`config.mk`:
```
export PLATFORM = sky130hd
export DESIGN_NAME = svc_rv_mmio_uart_tx
export DESIGN_NICKNAME = d
export VERILOG_FILES = /design/src/rtl/svc_rv_uart_pkg.sv /design/src/rtl/svc_rv_mmio_uart_fifo.sv /design/src/rtl/svc_rv_mmio_uart_tx.sv
export SDC_FILE = /design/constraint.sdc
export NUM_CORES = 1
export LEC_CHECK = 0
export BUFFER_PORTS_ARGS = -buffer_cell sky130_fd_sc_hd__buf_2
export CORE_ASPECT_RATIO = 0.9
export CORE_MARGIN = 4
export CORE_UTILIZATION = 55
export CTS_BUF_LIST = sky130_fd_sc_hd__clkbuf_16
export DETAILED_ROUTE_END_ITERATION = 8
export GPL_TIMING_DRIVEN = 0
export PLACE_DENSITY = 0.76
export SYNTH_ARGS = -nofsm -noshare
export SYNTH_HDL_FRONTEND = slang
export SYNTH_HIERARCHICAL = 1
export SYNTH_SLANG_ARGS = --single-unit
```
`constraint.sdc`:
```
create_clock -name clk -period 7.49 [get_ports clk]
set_input_delay 0.3745 -clock clk [delete_from_list [all_inputs] [get_ports clk]]
set_output_delay 0.3745 -clock clk [all_outputs]
set_load 0.01 [all_outputs]
```
`src/rtl/svc_rv_uart_pkg.sv`:
```
// Shared definitions for the MMIO UART transmitter.
//   - register offsets (word index, addr[3:2])
//   - STATUS register bit positions
//   - transmit FSM state encoding
package svc_rv_uart_pkg;

  localparam logic [1:0] OFF_TXDATA = 2'd0;
  localparam logic [1:0] OFF_STATUS = 2'd1;
  localparam logic [1:0] OFF_CTRL   = 2'd2;

  localparam int STAT_BUSY    = 0;
  localparam int STAT_FULL    = 1;
  localparam int STAT_EMPTY   = 2;
  localparam int STAT_OVF     = 3;
  localparam int STAT_CNT_LSB = 8;

  typedef enum logic [1:0] {
    IDLE  = 2'd0,
    START = 2'd1,
    DATA  = 2'd2,
    STOP  = 2'd3
  } tx_state_e;

endpackage

```
`src/rtl/svc_rv_mmio_uart_fifo.sv`:
```
// Synchronous first-word-fall-through FIFO for the UART transmit path.
//   clk, rst_n : clock, async active-low reset (empties the FIFO)
//   push/wdata : write request; accepted when not full, or when a pop
//                happens in the same cycle
//   pop/rdata  : rdata always shows the head entry; pop consumes it
//   full/empty/count : occupancy, derived from count
module svc_rv_mmio_uart_fifo #(
  parameter  int DEPTH = 16,
  parameter  int WIDTH = 8,
  localparam int AW    = $clog2(DEPTH),
  localparam int CW    = AW + 1
) (
  input  logic             clk,
  input  logic             rst_n,
  input  logic             push,
  input  logic [WIDTH-1:0] wdata,
  input  logic             pop,
  output logic [WIDTH-1:0] rdata,
  output logic             full,
  output logic             empty,
  output logic [CW-1:0]    count
);

  logic [WIDTH-1:0] mem_q [DEPTH];
  logic [AW-1:0]    wr_ptr_q, wr_ptr_d;
  logic [AW-1:0]    rd_ptr_q, rd_ptr_d;
  logic [CW-1:0]    count_q,  count_d;
  logic             push_acc;
  logic             pop_acc;

  assign full  = (count_q == CW'(DEPTH));
  assign empty = (count_q == '0);
  assign count = count_q;
  assign rdata = mem_q[rd_ptr_q];

  assign pop_acc  = pop && !empty;
  // A pop frees the head slot this cycle, so a push into a full FIFO fits.
  assign push_acc = push && (!full || pop_acc);

  always_comb begin
    wr_ptr_d = push_acc ? wr_ptr_q + 1'b1 : wr_ptr_q;
    rd_ptr_d = pop_acc  ? rd_ptr_q + 1'b1 : rd_ptr_q;
    count_d  = count_q;
    case ({push_acc, pop_acc})
      2'b10:   count_d = count_q + 1'b1;
      2'b01:   count_d = count_q - 1'b1;
      default: count_d = count_q;
    endcase
  end

  always_ff @(posedge clk or negedge rst_n) begin
    if (!rst_n) begin
      wr_ptr_q <= '0;
      rd_ptr_q <= '0;
      count_q  <= '0;
    end else begin
      wr_ptr_q <= wr_ptr_d;
      rd_ptr_q <= rd_ptr_d;
      count_q  <= count_d;
    end
  end

  // Storage needs no reset: entries are only visible once counted.
  always_ff @(posedge clk) begin
    if (push_acc) mem_q[wr_ptr_q] <= wdata;
  end

endmodule

```
`src/rtl/svc_rv_mmio_uart_tx.sv`:
```
// Memory-mapped 8N1 UART transmitter with transmit FIFO.
//   clk, rst_n          : clock, async active-low reset
//   io_raddr / io_rdata : read port, data registered one cycle after address
//   io_wen, io_waddr, io_wdata, io_wstrb : store port
//   txd                 : serial output, idle high
// Registers (addr[3:2]): 0 TXDATA (W), 1 STATUS (R/W1C), 2 CTRL (R/W), 3 reserved.
//
// state | meaning
// IDLE  | line high, waiting for an enabled, non-empty FIFO
// START | start bit (low) for CLKS_PER_BIT cycles
// DATA  | eight data bits, LSB first, CLKS_PER_BIT cycles each
// STOP  | stop bit (high); may pop the next byte on its last cycle
module svc_rv_mmio_uart_tx
  import svc_rv_uart_pkg::*;
#(
  parameter logic [31:0] BASE_ADDR    = 32'h0000_0000,
  parameter int          CLKS_PER_BIT = 868,
  parameter int          FIFO_DEPTH   = 16
) (
  input  logic        clk,
  input  logic        rst_n,
  input  logic [31:0] io_raddr,
  output logic [31:0] io_rdata,
  input  logic        io_wen,
  input  logic [31:0] io_waddr,
  input  logic [31:0] io_wdata,
  input  logic [3:0]  io_wstrb,
  output logic        txd
);

  localparam int             CW        = $clog2(FIFO_DEPTH) + 1;
  localparam int             BW        = $clog2(CLKS_PER_BIT);
  localparam logic [BW-1:0]  BAUD_LAST = BW'(CLKS_PER_BIT - 1);

  tx_state_e     state_q, state_d;
  logic [BW-1:0] baud_q, baud_d;
  logic [2:0]    bit_idx_q, bit_idx_d;
  logic [7:0]    shift_q, shift_d;
  logic          txd_q, txd_d;
  logic          ovf_q, ovf_d;
  logic          enable_q, enable_d;
  logic [31:0]   rdata_q, rdata_d;

  logic          wr_hit, rd_hit;
  logic          push_req, w1c_ovf, ctrl_wr;
  logic          pop, pop_ok, baud_zero;
  logic [7:0]    fifo_rdata;
  logic          fifo_full, fifo_empty;
  logic [CW-1:0] fifo_count;
  logic [31:0]   status;
  logic          unused_bits;

  assign unused_bits = ^{io_waddr[1:0], io_raddr[1:0], io_wdata[31:8], io_wstrb[3:1]};

  assign wr_hit   = io_wen && (io_waddr[31:4] == BASE_ADDR[31:4]);
  assign rd_hit   = (io_raddr[31:4] == BASE_ADDR[31:4]);
  assign push_req = wr_hit && (io_waddr[3:2] == OFF_TXDATA) && io_wstrb[0];
  assign w1c_ovf  = wr_hit && (io_waddr[3:2] == OFF_STATUS) && io_wstrb[0] && io_wdata[3];
  assign ctrl_wr  = wr_hit && (io_waddr[3:2] == OFF_CTRL)   && io_wstrb[0];

  assign pop_ok    = enable_q && !fifo_empty;
  assign baud_zero = (baud_q == '0);

  svc_rv_mmio_uart_fifo #(
    .DEPTH (FIFO_DEPTH),
    .WIDTH (8)
  ) u_fifo (
    .clk   (clk),
    .rst_n (rst_n),
    .push  (push_req),
    .wdata (io_wdata[7:0]),
    .pop   (pop),
    .rdata (fifo_rdata),
    .full  (fifo_full),
    .empty (fifo_empty),
    .count (fifo_count)
  );

  always_comb begin
    state_d   = state_q;
    baud_d    = baud_q;
    bit_idx_d = bit_idx_q;
    shift_d   = shift_q;
    pop       = 1'b0;
    case (state_q)
      IDLE: begin
        if (pop_ok) begin
          pop     = 1'b1;
          state_d = START;
          baud_d  = BAUD_LAST;
          shift_d = fifo_rdata;
        end
      end
      START: begin
        if (baud_zero) begin
          state_d   = DATA;
          baud_d    = BAUD_LAST;
          bit_idx_d = '0;
        end else begin
          baud_d = baud_q - 1'b1;
        end
      end
      DATA: begin
        if (baud_zero) begin
          baud_d  = BAUD_LAST;
          shift_d = shift_q >> 1;
          if (bit_idx_q == 3'd7) state_d = STOP;
          else                   bit_idx_d = bit_idx_q + 1'b1;
        end else begin
          baud_d = baud_q - 1'b1;
        end
      end
      STOP: begin
        if (baud_zero) begin
          // Popping here rather than in IDLE gives back-to-back frames.
          if (pop_ok) begin
            pop     = 1'b1;
            state_d = START;
            baud_d  = BAUD_LAST;
            shift_d = fifo_rdata;
          end else begin
            state_d = IDLE;
          end
        end else begin
          baud_d = baud_q - 1'b1;
        end
      end
      default: state_d = IDLE;
    endcase

    // txd is a flop, so derive it from the next state to keep it aligned.
    case (state_d)
      START:   txd_d = 1'b0;
      DATA:    txd_d = shift_d[0];
      default: txd_d = 1'b1;
    endcase
  end

  always_comb begin
    ovf_d = ovf_q;
    if (w1c_ovf) ovf_d = 1'b0;
    // A dropped byte outranks a same-cycle clear.
    if (push_req && fifo_full && !pop) ovf_d = 1'b1;

    enable_d = ctrl_wr ? io_wdata[0] : enable_q;

    status                         = '0;
    status[STAT_BUSY]              = (state_q != IDLE);
    status[STAT_FULL]              = fifo_full;
    status[STAT_EMPTY]             = fifo_empty;
    status[STAT_OVF]               = ovf_q;
    status[STAT_CNT_LSB +: 8]      = 8'(fifo_count);

    rdata_d = '0;
    if (rd_hit) begin
      case (io_raddr[3:2])
        OFF_STATUS: rdata_d = status;
        OFF_CTRL:   rdata_d = {31'b0, enable_q};
        default:    rdata_d = '0;
      endcase
    end
  end

  always_ff @(posedge clk or negedge rst_n) begin
    if (!rst_n) begin
      state_q   <= IDLE;
      baud_q    <= '0;
      bit_idx_q <= '0;
      shift_q   <= '0;
      txd_q     <= 1'b1;
      ovf_q     <= 1'b0;
      enable_q  <= 1'b1;
      rdata_q   <= '0;
    end else begin
      state_q   <= state_d;
      baud_q    <= baud_d;
      bit_idx_q <= bit_idx_d;
      shift_q   <= shift_d;
      txd_q     <= txd_d;
      ovf_q     <= ovf_d;
      enable_q  <= enable_d;
      rdata_q   <= rdata_d;
    end
  end

  assign txd      = txd_q;
  assign io_rdata = rdata_q;

endmodule

```
Word level (Yosys, flattened, before mapping)
Memories as Yosys holds them, arrays and structs flattened.
Index checks and enable logic that the tools add are counted.
{"block": "word_totals", "reg_bits": 71, "ram_bits": 128, "word_cells": 97, "out_inout_bits": 33, "memories": 1}
{"name": "u_fifo.mem_q", "words": 16, "word_bits": 8, "read_ports": 1, "rd_clocked_by_memory_dff": 0, "wr": 1, "line": "svc_rv_mmio_uart_fifo.sv:24", "source": "logic [WIDTH-1:0] mem_q [DEPTH];"}
{"block": "classes", "n_addsub": 6, "eq_ne": 17, "muxes": 30, "reduce_logical": 31}
{"op": "28-bit zero test", "n": 2}
{"op": "10-bit 2-to-1 mux", "n": 3}
{"op": "10-bit case mux with 3 select lines", "n": 1}
{"op": "13-bit case mux with 2 select lines", "n": 1}
{"op": "8-bit 2-to-1 mux", "n": 3}
{"op": "8-bit case mux with 3 select lines", "n": 1}
{"op": "1-bit logical AND", "n": 13}
{"op": "13-bit 2-to-1 mux", "n": 1}
{"op": "2-bit == test, second input constant", "n": 6}
{"op": "2-bit by 1-bit == test with 1-bit output, second input constant", "n": 5}
{"op": "10-bit zero test", "n": 1}
{"op": "2-bit 2-to-1 mux", "n": 5}
{"op": "5-bit case mux with 2 select lines", "n": 1}
{"op": "10-bit by 1-bit subtractor with 10-bit output, second input constant", "n": 1}
{"op": "3-bit 2-to-1 mux", "n": 3}
{"op": "4-bit by 1-bit adder with 4-bit output, second input constant", "n": 2}
{"op": "2-bit inequality test, second input constant", "n": 4}
{"op": "2-bit case mux with 4 select lines", "n": 1}
{"op": "2-bit nonzero test", "n": 4}
{"op": "1-bit 2-to-1 mux", "n": 7}
{"op": "3-bit case mux with 2 select lines", "n": 1}
{"op": "5-bit by 1-bit adder with 5-bit output, second input constant", "n": 1}
{"op": "5-bit == test, second input constant", "n": 1}
{"op": "5-bit zero test", "n": 1}
{"op": "11 further kinds", "n": 15}

Logic depth before layout (Yosys ltp)
Gate-level depths: netlist of run 1.
{"block": "depth", "ltp_word": 11, "depth_mapped": 18}

Cells and area by module
Netlist of run 1, hierarchy kept.
{"mod": "svc_rv_mmio_uart_fifo", "cells_per_inst": 327, "n_inst": 1, "area_per_inst_um2": 5811.8}
{"mod": "svc_rv_mmio_uart_tx", "cells_per_inst": 245, "n_inst": 1, "area_per_inst_um2": 2230.9}

Worst setup path before layout of run 1
Ideal clock, no wire load.
{"block": "synth_path", "path_type": "reg2reg", "from": "register u_fifo.count_q[0], in the netlist u_fifo/count[0]", "to": "register u_fifo.count_q[4], in the netlist u_fifo/count[4]", "arrival_ps": 3352, "stages_incl_launch_ff": 19, "setup_time_ps": 123, "slack_ps": 4015, "required_ps": 7367, "path_cell_list": "dfrtp_1 nor4_2 and2b_1 nor2b_1 clkbuf_1 nand2_1 o21ai_1 nand2b_1 inv_1 nor2b_1 buf_2 ha_1 inv_1 fa_1 nor2b_1 o21ai_0 nand3_1 or3b_1 xnor2_1"}
{"block": "synth_via", "elab_chain_cells": 11}
{"item": "start: declaration", "line": "svc_rv_mmio_uart_fifo.sv:27", "source": "logic [CW-1:0] count_q, count_d;"}
{"item": "start signal: assignment", "line": "svc_rv_mmio_uart_fifo.sv:59", "source": "count_q <= count_d;"}
{"item": "5-bit zero test *", "line": "svc_rv_mmio_uart_fifo.sv:32", "source": "assign empty = (count_q == '0);"}
{"item": "via fifo_empty", "line": "svc_rv_mmio_uart_tx.sv:48", "source": "logic fifo_full, fifo_empty;"}
{"item": "1-bit zero test *", "line": "svc_rv_mmio_uart_tx.sv:61", "source": "assign pop_ok = enable_q && !fifo_empty;"}
{"item": "1-bit logical AND *", "line": "svc_rv_mmio_uart_tx.sv:61"}
{"item": "1-bit 2-to-1 mux *", "line": "svc_rv_mmio_uart_tx.sv:87, svc_rv_mmio_uart_tx.sv:116"}
{"item": "1-bit 2-to-1 mux", "line": "svc_rv_mmio_uart_tx.sv:114", "source": "if (baud_zero) begin"}
{"item": "1-bit case mux with 2 select lines *", "line": "svc_rv_mmio_uart_tx.sv:85", "source": "case (state_q)"}
{"item": "via pop", "line": "svc_rv_mmio_uart_tx.sv:46", "source": "logic pop, pop_ok, baud_zero;"}
{"item": "1-bit logical AND *", "line": "svc_rv_mmio_uart_fifo.sv:36", "source": "assign pop_acc = pop && !empty;"}
{"item": "via u_fifo.pop_acc", "line": "svc_rv_mmio_uart_fifo.sv:29", "source": "logic pop_acc;"}
{"item": "1-bit logical OR", "line": "svc_rv_mmio_uart_fifo.sv:38", "source": "assign push_acc = push && (!full || pop_acc);"}
{"item": "1-bit logical AND", "line": "svc_rv_mmio_uart_fifo.sv:38"}
{"item": "2-bit by 1-bit == test with 1-bit output or 2-bit == test (tied branches)", "line": "svc_rv_mmio_uart_fifo.sv:44", "source": "case ({push_acc, pop_acc})"}
{"item": "5-bit case mux with 2 select lines or 2-bit nonzero test (tied branches)"}
Mark *: on every way through the listed nets, which the timed path passes. The rest lies on a longest branch.
A chain may end at the register's enable or synchronous reset.

Worst setup path in the final report of run 1
Same ends and word-level chain as after synthesis.

==> results.json, run 1 <==
{
  "route.detailed.vias_per_inst": 5.80,
  "gp_congestion": 0.913,
  "grt_util_met3_pct": 5.41,
  "routed_wl_microns": 17400,
  "fmax_mhz": 228,
  "overflow": 0,
  "post_cts_resized": 0,
  "fin_crit_sh_pct": 58.6,
  "ctsHoldBuffers": 0,
  "yosysMostFrequentCell": "edfxtp_1",
  "p_sw_w": 0.000433,
  "synth.area.top_cells": "edfxtp_1 (48%), dfrtp_1 (14%), mux4_2 (4.5%), mux2i_1 (3.4%), ha_1 (3.0%)",
  "cp_data_required_time_ns": 7.81,
  "grt_max_degree": 49,
  "p_clk_share_pct": 43.0,
  "portBuffers": 81,
  "drcViolationCount": 0,
  "place_hpwl_microns": 12500,
  "worst_path_max_delay_cell": "o21ai_1",
  "grt.busiest_layer": "met2",
  "r2r_slack_ns": 3.10,
  "cp_max_fo": 8,
  "dieWidth_microns": 135,
  "nets": 817,
  "yosysTopAreaCellShare_pct": 47.8,
  "p_leak_nw": 3.67,
  "crit_chain": "nor4_2, and2b_1, nor2b_1, clkbuf_1, nand2_1, o21ai_1, nand2b_1, inv_1, nor2b_1, buf_2, ha_1, inv_1, fa_1, nor2b_1, o21ai_0, nand3_1, or3b_1, xnor2_1",
  "cpPeakStageDelay_ns": 0.54,
  "initial_core_util_pct": 56.8,
  "setup_violations": 0,
  "clk_pin_slew_ns": 0.07,
  "setup_tns_ns": 0,
  "htree_num_levels": 4,
  "rows": 41,
  "tightest_slew_ns": 1.05,
  "start_kind": "flop",
  "ys.flop_type": "edfxtp_1",
  "antenna_found_initial": 0,
  "crit_type": "reg2reg",
  "pin_count": 136,
  "clock_latency_ns": 0.43,
  "cts-root-buf": "clkbuf_16",
  "combPwrFrac_pct": 3.1,
  "status": "completed",
  "ys_types": 63,
  "slew_headroom_pct": 30.0,
  "cp-end-kind": "flop",
  "dpl_cell_area_sq_mm": 0.00877,
  "drive_gt1_share_pct": 26.4,
  "first_pass_iters": 5,
  "grt_util_all_layers_pct": 21.8,
  "post-place-ws_ns": 3.25,
  "use_met2_pct": 36.4,
  "synth_area_sq_mm": 0.00804,
  "max_cap_viol_count": 0,
  "fin_skew_ns": 0.00881,
  "dieArea_sq_mm": 0.0166,
  "yosys.area.top_type": "edfxtp_1",
  "cts_made_buffers": 17,
  "cts.sinks": 176,
  "antenna_cells": 0,
  "ir_worst_vdd_v": 0.000217,
  "drt_iter0_drc": 523,
  "yosys-top-cells-count": "edfxtp_1 (128), dfrtp_1 (46), o21ai_0 (41), nand2_1 (32), mux2i_1 (27)",
  "syn_inst": 572,
  "ctsLongestPathBuffers": 2,
  "coreArea_sq_mm": 0.0142,
  "grt_util_met1_pct": 28.8,
  "fin_ws_ns": 3.10,
  "area_growth_syn_to_layout_pct": 16.2,
  "p_int_w": 0.00152,
  "switching_share_pct": 22.2,
  "hold_viol_final": 0,
  "num_vias": 5221,
  "drtAntennaViolNets": 0,
  "synth_enable_flop_cells": 128,
  "postCtsSetupBuffers": 0,
  "ys_seq_area_share_pct": 62.8,
  "min_period_ns": 4.39,
  "final-max-slew-violation-count": 0,
  "tritoncts": "built",
  "worstPathArrival_ns": 4.71,
  "r2r-start": "u_fifo/count[0]",
  "syn_area_per_cell_sq_um": 14.1,
  "async_flop_share_pct": 27.3,
  "finish.instance_area_sq_mm": 0.00934,
  "rsz0062_at_grt": "false",
  "wl_per_cell_microns": 19.3,
  "worstReg2RegEnd": "u_fifo/count[4]",
  "grt_first_pass_wirelength_microns": 27300,
  "synth_seq_cells": 176,
  "p_seq_share_pct": 53.9,
  "cp_top_family": "simple AND/OR/NAND/NOR gates",
  "crit_path_frequent_cell": "nor2b_1",
  "ys_warn_count": 6,
  "grt_pass1_vias": 5193,
  "crit_buf_inv": 4,
  "r2r_cells": 18,
  "hold_path_class": "in2async",
  "die_y_microns": 123,
  "p_per_area_mw_per_mm2": 209
}
area by class of cell:
| class | count | area (sq um) |
|---|---|---|
| buffer | 45 | 319 |
| multi-input combinational | 353 | 2680 |
| inverter | 20 | 75.1 |
| tap | 193 | 241 |
| clock inverter | 15 | 145 |
| fill | 1010 | 4820 |
| timing repair buffer | 81 | 405 |
| sequential | 176 | 5050 |
| clock buffer | 17 | 425 |
worst max-delay path by stage:
stage / slack (ns) / to / depth (start not counted) / start
finish: 3.10 / u_fifo/count[4] / 18 / u_fifo/count[0]
global route: 2.81 / u_fifo/count[4] / 18 / u_fifo/count[0]
CTS: 3.17 / u_fifo/count[4] / 18 / u_fifo/count[0]
detailed placement: 3.25 / u_fifo/count[4] / 18 / u_fifo/count[0]
global placement: 3.46 / u_fifo/count[4] / 18 / u_fifo/count[0]
floorplan: 4.02 / u_fifo/count[4] / 18 / u_fifo/count[0]
cell families after synthesis:
| logic type | synth area share (%) |
|---|---|
| and+or+nand+nor | 9.21 |
| adders and majority gates | 3.20 |
| xor gates and xnor gates | 1.20 |
| buffers and inverters | 4.90 |
| muxes | 9.43 |
| other | 0.0466 |
| DFF | 62.8 |
| AOI/OAI and AO/OA | 9.26 |
worst register-to-register path, delay by kind of cell (launching register included):
kind	cells	cell delay, ns
AO/OA/AOI/OAI	2	0.69
AND/OR/NAND/NOR	9	1.52
buffers and inverters	4	0.82
XOR/XNOR	1	0.13
flip-flops	1	0.44
adder cells (fa/ha/maj)	2	0.69
flip-flops by register name, indices dropped and copies added, names as in the netlist:
| register | cells |
|---|---|
| baud_q | 10 |
| bit_idx_q | 3 |
| enable_q | 1 |
| io_rdata | 9 |
| ovf_q | 1 |
| shift_q | 8 |
| state_q | 2 |
| txd | 1 |
| u_fifo/count | 5 |
| u_fifo/mem_q | 128 |
| u_fifo/rd_ptr_q | 4 |
| u_fifo/wr_ptr_q | 4 |
metrics by stage:
step,util [%],cells,hold slack [ns],total power [W]
after floorplan,-,594,0.0789,0.00109
after global placement,62.0,868,0.463,0.00113
after detailed placement,62.0,868,0.481,0.00113
after CTS,66.0,900,0.161,0.00196
after global routing,66.0,900,0.218,0.00201
final,66.0,900,0.129,0.00195
power by group through the flow:
stage	Sequential (W)	Clock (W)	Combinational, W
after floorplan	0.00107	0	0.0000238
after global placement	0.00107	0	0.0000569
after detailed placement	0.00107	0	0.0000605
after CTS	0.00105	0.000850	0.0000605
after global routing	0.00105	0.000896	0.0000680
final	0.00105	0.000840	0.0000603
placed cells by master (no fill, tap or decap), drive strengths merged, types with 3 or more instances in the layout:
cell | netlist | final
conb | 1 | 23
xnor2 | 8 | 8
inv | 20 | 29
o22a | 5 | 5
nand4 | 5 | 5
and2 | 17 | 17
a31oi | 3 | 3
mux4 | 16 | 16
mux2i | 27 | 27
clkinv | 0 | 5
nand2b | 3 | 3
o21ai | 43 | 43
nor3 | 7 | 7
dfrtp | 46 | 46
ha | 19 | 19
clkbuf | 8 | 25
nand3 | 5 | 5
and3 | 10 | 10
o31ai | 3 | 3
buf | 37 | 118
nand2 | 33 | 33
edfxtp | 128 | 128
xor2 | 3 | 3
nor2b | 5 | 5
nor2 | 16 | 16
a221oi | 8 | 8
a22oi | 9 | 9
a21oi | 21 | 21
mux2 | 11 | 11
nor4 | 18 | 18
a22o | 3 | 3
nor4b | 3 | 3
a32oi | 7 | 7
per-layer routing:
| metal | vias up | wire length, microns |
|---|---|---|
| li1 | 2398 | - |
| met4 | 0 | 195 |
| met2 | 228 | 8580 |
| met1 | 2579 | 7480 |
| met3 | 16 | 1120 |
| met5 | - | 0 |
Note: power is estimated with default switching activity, not from simulation.
==> run 2: changes to the inputs <==
- clock period: 7.49 -> 4.53 ns (I/O delays scaled with it)
==> results.json, run 2 (synthesis results as in run 1) <==
{
  "nets": 817,
  "fin_skew_ns": 0.00706,
  "dieArea_sq_mm": 0.0166,
  "r2r_slack_ns": 0.32,
  "r2r_cells": 18,
  "rows": 41,
  "min_period_ns": 4.21,
  "largest_reg_flops": 128,
  "worstPathArrival_ns": 4.54,
  "htree_num_levels": 4,
  "drt_iter0_drc": 527,
  "dieWidth_microns": 135,
  "ir_worst_vdd_v": 0.000358,
  "fmax_mhz": 237,
  "status": "finished, violations left",
  "grt_pass1_vias": 5193,
  "fin_crit_sh_pct": 93.0,
  "drtAntennaViolNets": 0,
  "crit_type": "reg2reg",
  "regMostFlops": "u_fifo/mem_q",
  "ctsHoldBuffers": 0,
  "first_pass_iters": 5,
  "drcViolationCount": 0,
  "ctsLongestPathBuffers": 2,
  "drive_gt1_share_pct": 26.6,
  "cts.sinks": 176,
  "die_y_microns": 123,
  "cts-root-buf": "clkbuf_16",
  "final-max-slew-violation-count": 0,
  "overflow": 0,
  "fin_ws_ns": 0.316,
  "clock_latency_ns": 0.43,
  "max_cap_viol_count": 0,
  "start_kind": "flop",
  "p_per_area_mw_per_mm2": 345,
  "route.detailed.vias_per_inst": 5.78,
  "area_growth_syn_to_layout_pct": 16.2,
  "antenna_cells": 0,
  "num_vias": 5201,
  "coreArea_sq_mm": 0.0142,
  "grt_max_degree": 49,
  "pin_count": 136,
  "post-place-ws_ns": 0.289,
  "final_cell_mix": "edfxtp_1 (128), buf_2 (89), dfrtp_1 (46)",
  "slew_headroom_pct": 30.0,
  "violations": "negative hold slack",
  "antenna_found_initial": 0,
  "fin_hold_ws_ns": -0.0196,
  "grt_util_all_layers_pct": 21.8,
  "routed_wl_microns": 17400,
  "hold_path_class": "in2async",
  "worstReg2RegEnd": "u_fifo/count[4]",
  "final_common_cell": "edfxtp_1",
  "cts_made_buffers": 17,
  "postCtsSetupBuffers": 0,
  "tightest_slew_ns": 1.05,
  "grt_first_pass_wirelength_microns": 27300,
  "place_hpwl_microns": 12500,
  "rsz0062_at_grt": "false",
  "hold_viol_final": 27,
  "cp_data_required_time_ns": 4.85,
  "cp_max_fo": 8,
  "tritoncts": "built",
  "gp_congestion": 0.913,
  "r2r-start": "u_fifo/count[0]",
  "p_leak_nw": 3.67,
  "setup_violations": 0,
  "p_total_w": 0.00322,
  "portBuffers": 81,
  "clk_pin_slew_ns": 0.07,
  "wl_per_cell_microns": 19.3,
  "cp-end-kind": "flop",
  "setup_tns_ns": 0,
  "initial_core_util_pct": 56.8
}
run 2: metal layers:
| metal | part of all wire (%) | vias up | GRT usage [%] |
|---|---|---|---|
| met2 | 49 | 198 | 36.4 |
| met1 | 43 | 2578 | 28.8 |
| met3 | 6.3 | 28 | 5.41 |
| li1 | - | 2397 | - |
| met4 | 1.6 | 0 | 6.17 |
| met5 | 0 | - | 0 |
run 2: critical path: stages, from the launching register on:
cell and delay [ns]:
dfrtp_1 0.44, nor4_2 0.08, and2b_1 0.21, nor2b_1 0.12, clkbuf_1 0.36, nand2_1 0.15, o21ai_2 0.39, nand2b_1 0.19
inv_1 0.13, nor2b_1 0.12, buf_2 0.20, ha_1 0.28, inv_1 0.12, fa_1 0.41, nor2b_1 0.14, o21ai_0 0.15
nand3_1 0.12, or3b_1 0.36, xnor2_1 0.13
run 2: cell type report:
type | instances | area [sq um]
sequential | 176 | 5050
fill | 1010 | 4810
multi-input combinational | 353 | 2690
clock buffer | 17 | 425
timing repair buffer | 81 | 405
buffer | 45 | 319
tap | 193 | 241
clock inverter | 15 | 145
inverter | 20 | 75.1
run 2: how the worst max path moves through the flow:
stage / cells past startpoint / startpoint / endpoint
floorplan: 18 / u_fifo/count[0] / u_fifo/count[4]
global placement: 18 / u_fifo/count[0] / u_fifo/count[4]
detailed placement: 18 / u_fifo/count[0] / u_fifo/count[4]
CTS: 18 / u_fifo/count[0] / u_fifo/count[4]
global route: 18 / u_fifo/count[0] / u_fifo/count[4]
finish: 18 / u_fifo/count[0] / u_fifo/count[4]
run 2: where the power goes:
group          switching [W]  internal [W]  leakage (nW)
sequential        0.00000403       0.00173          1.80
clock               0.000656      0.000730         0.279
combinational      0.0000546     0.0000450          1.60
run 2: repair_timing:
action / in CTS / in global routing
setup endpoints to repair: 0 / 1
resized for setup: 0 / 1
endpoints found under the hold margin: 0 / 0
run 2: per-stage QoR:
stage          cell area [sq um]  instances  hold WS (ns)  util, %
2_1_floorplan               8130        594       -0.0691        -
3_3_place_gp                8770        868         0.463     62.0
3_5_place_dp                8770        868         0.471     62.0
4_1_cts                     9340        900        0.0133     66.0
5_1_grt                     9350        900        0.0703     66.0
6_report                    9350        900       -0.0196     66.0
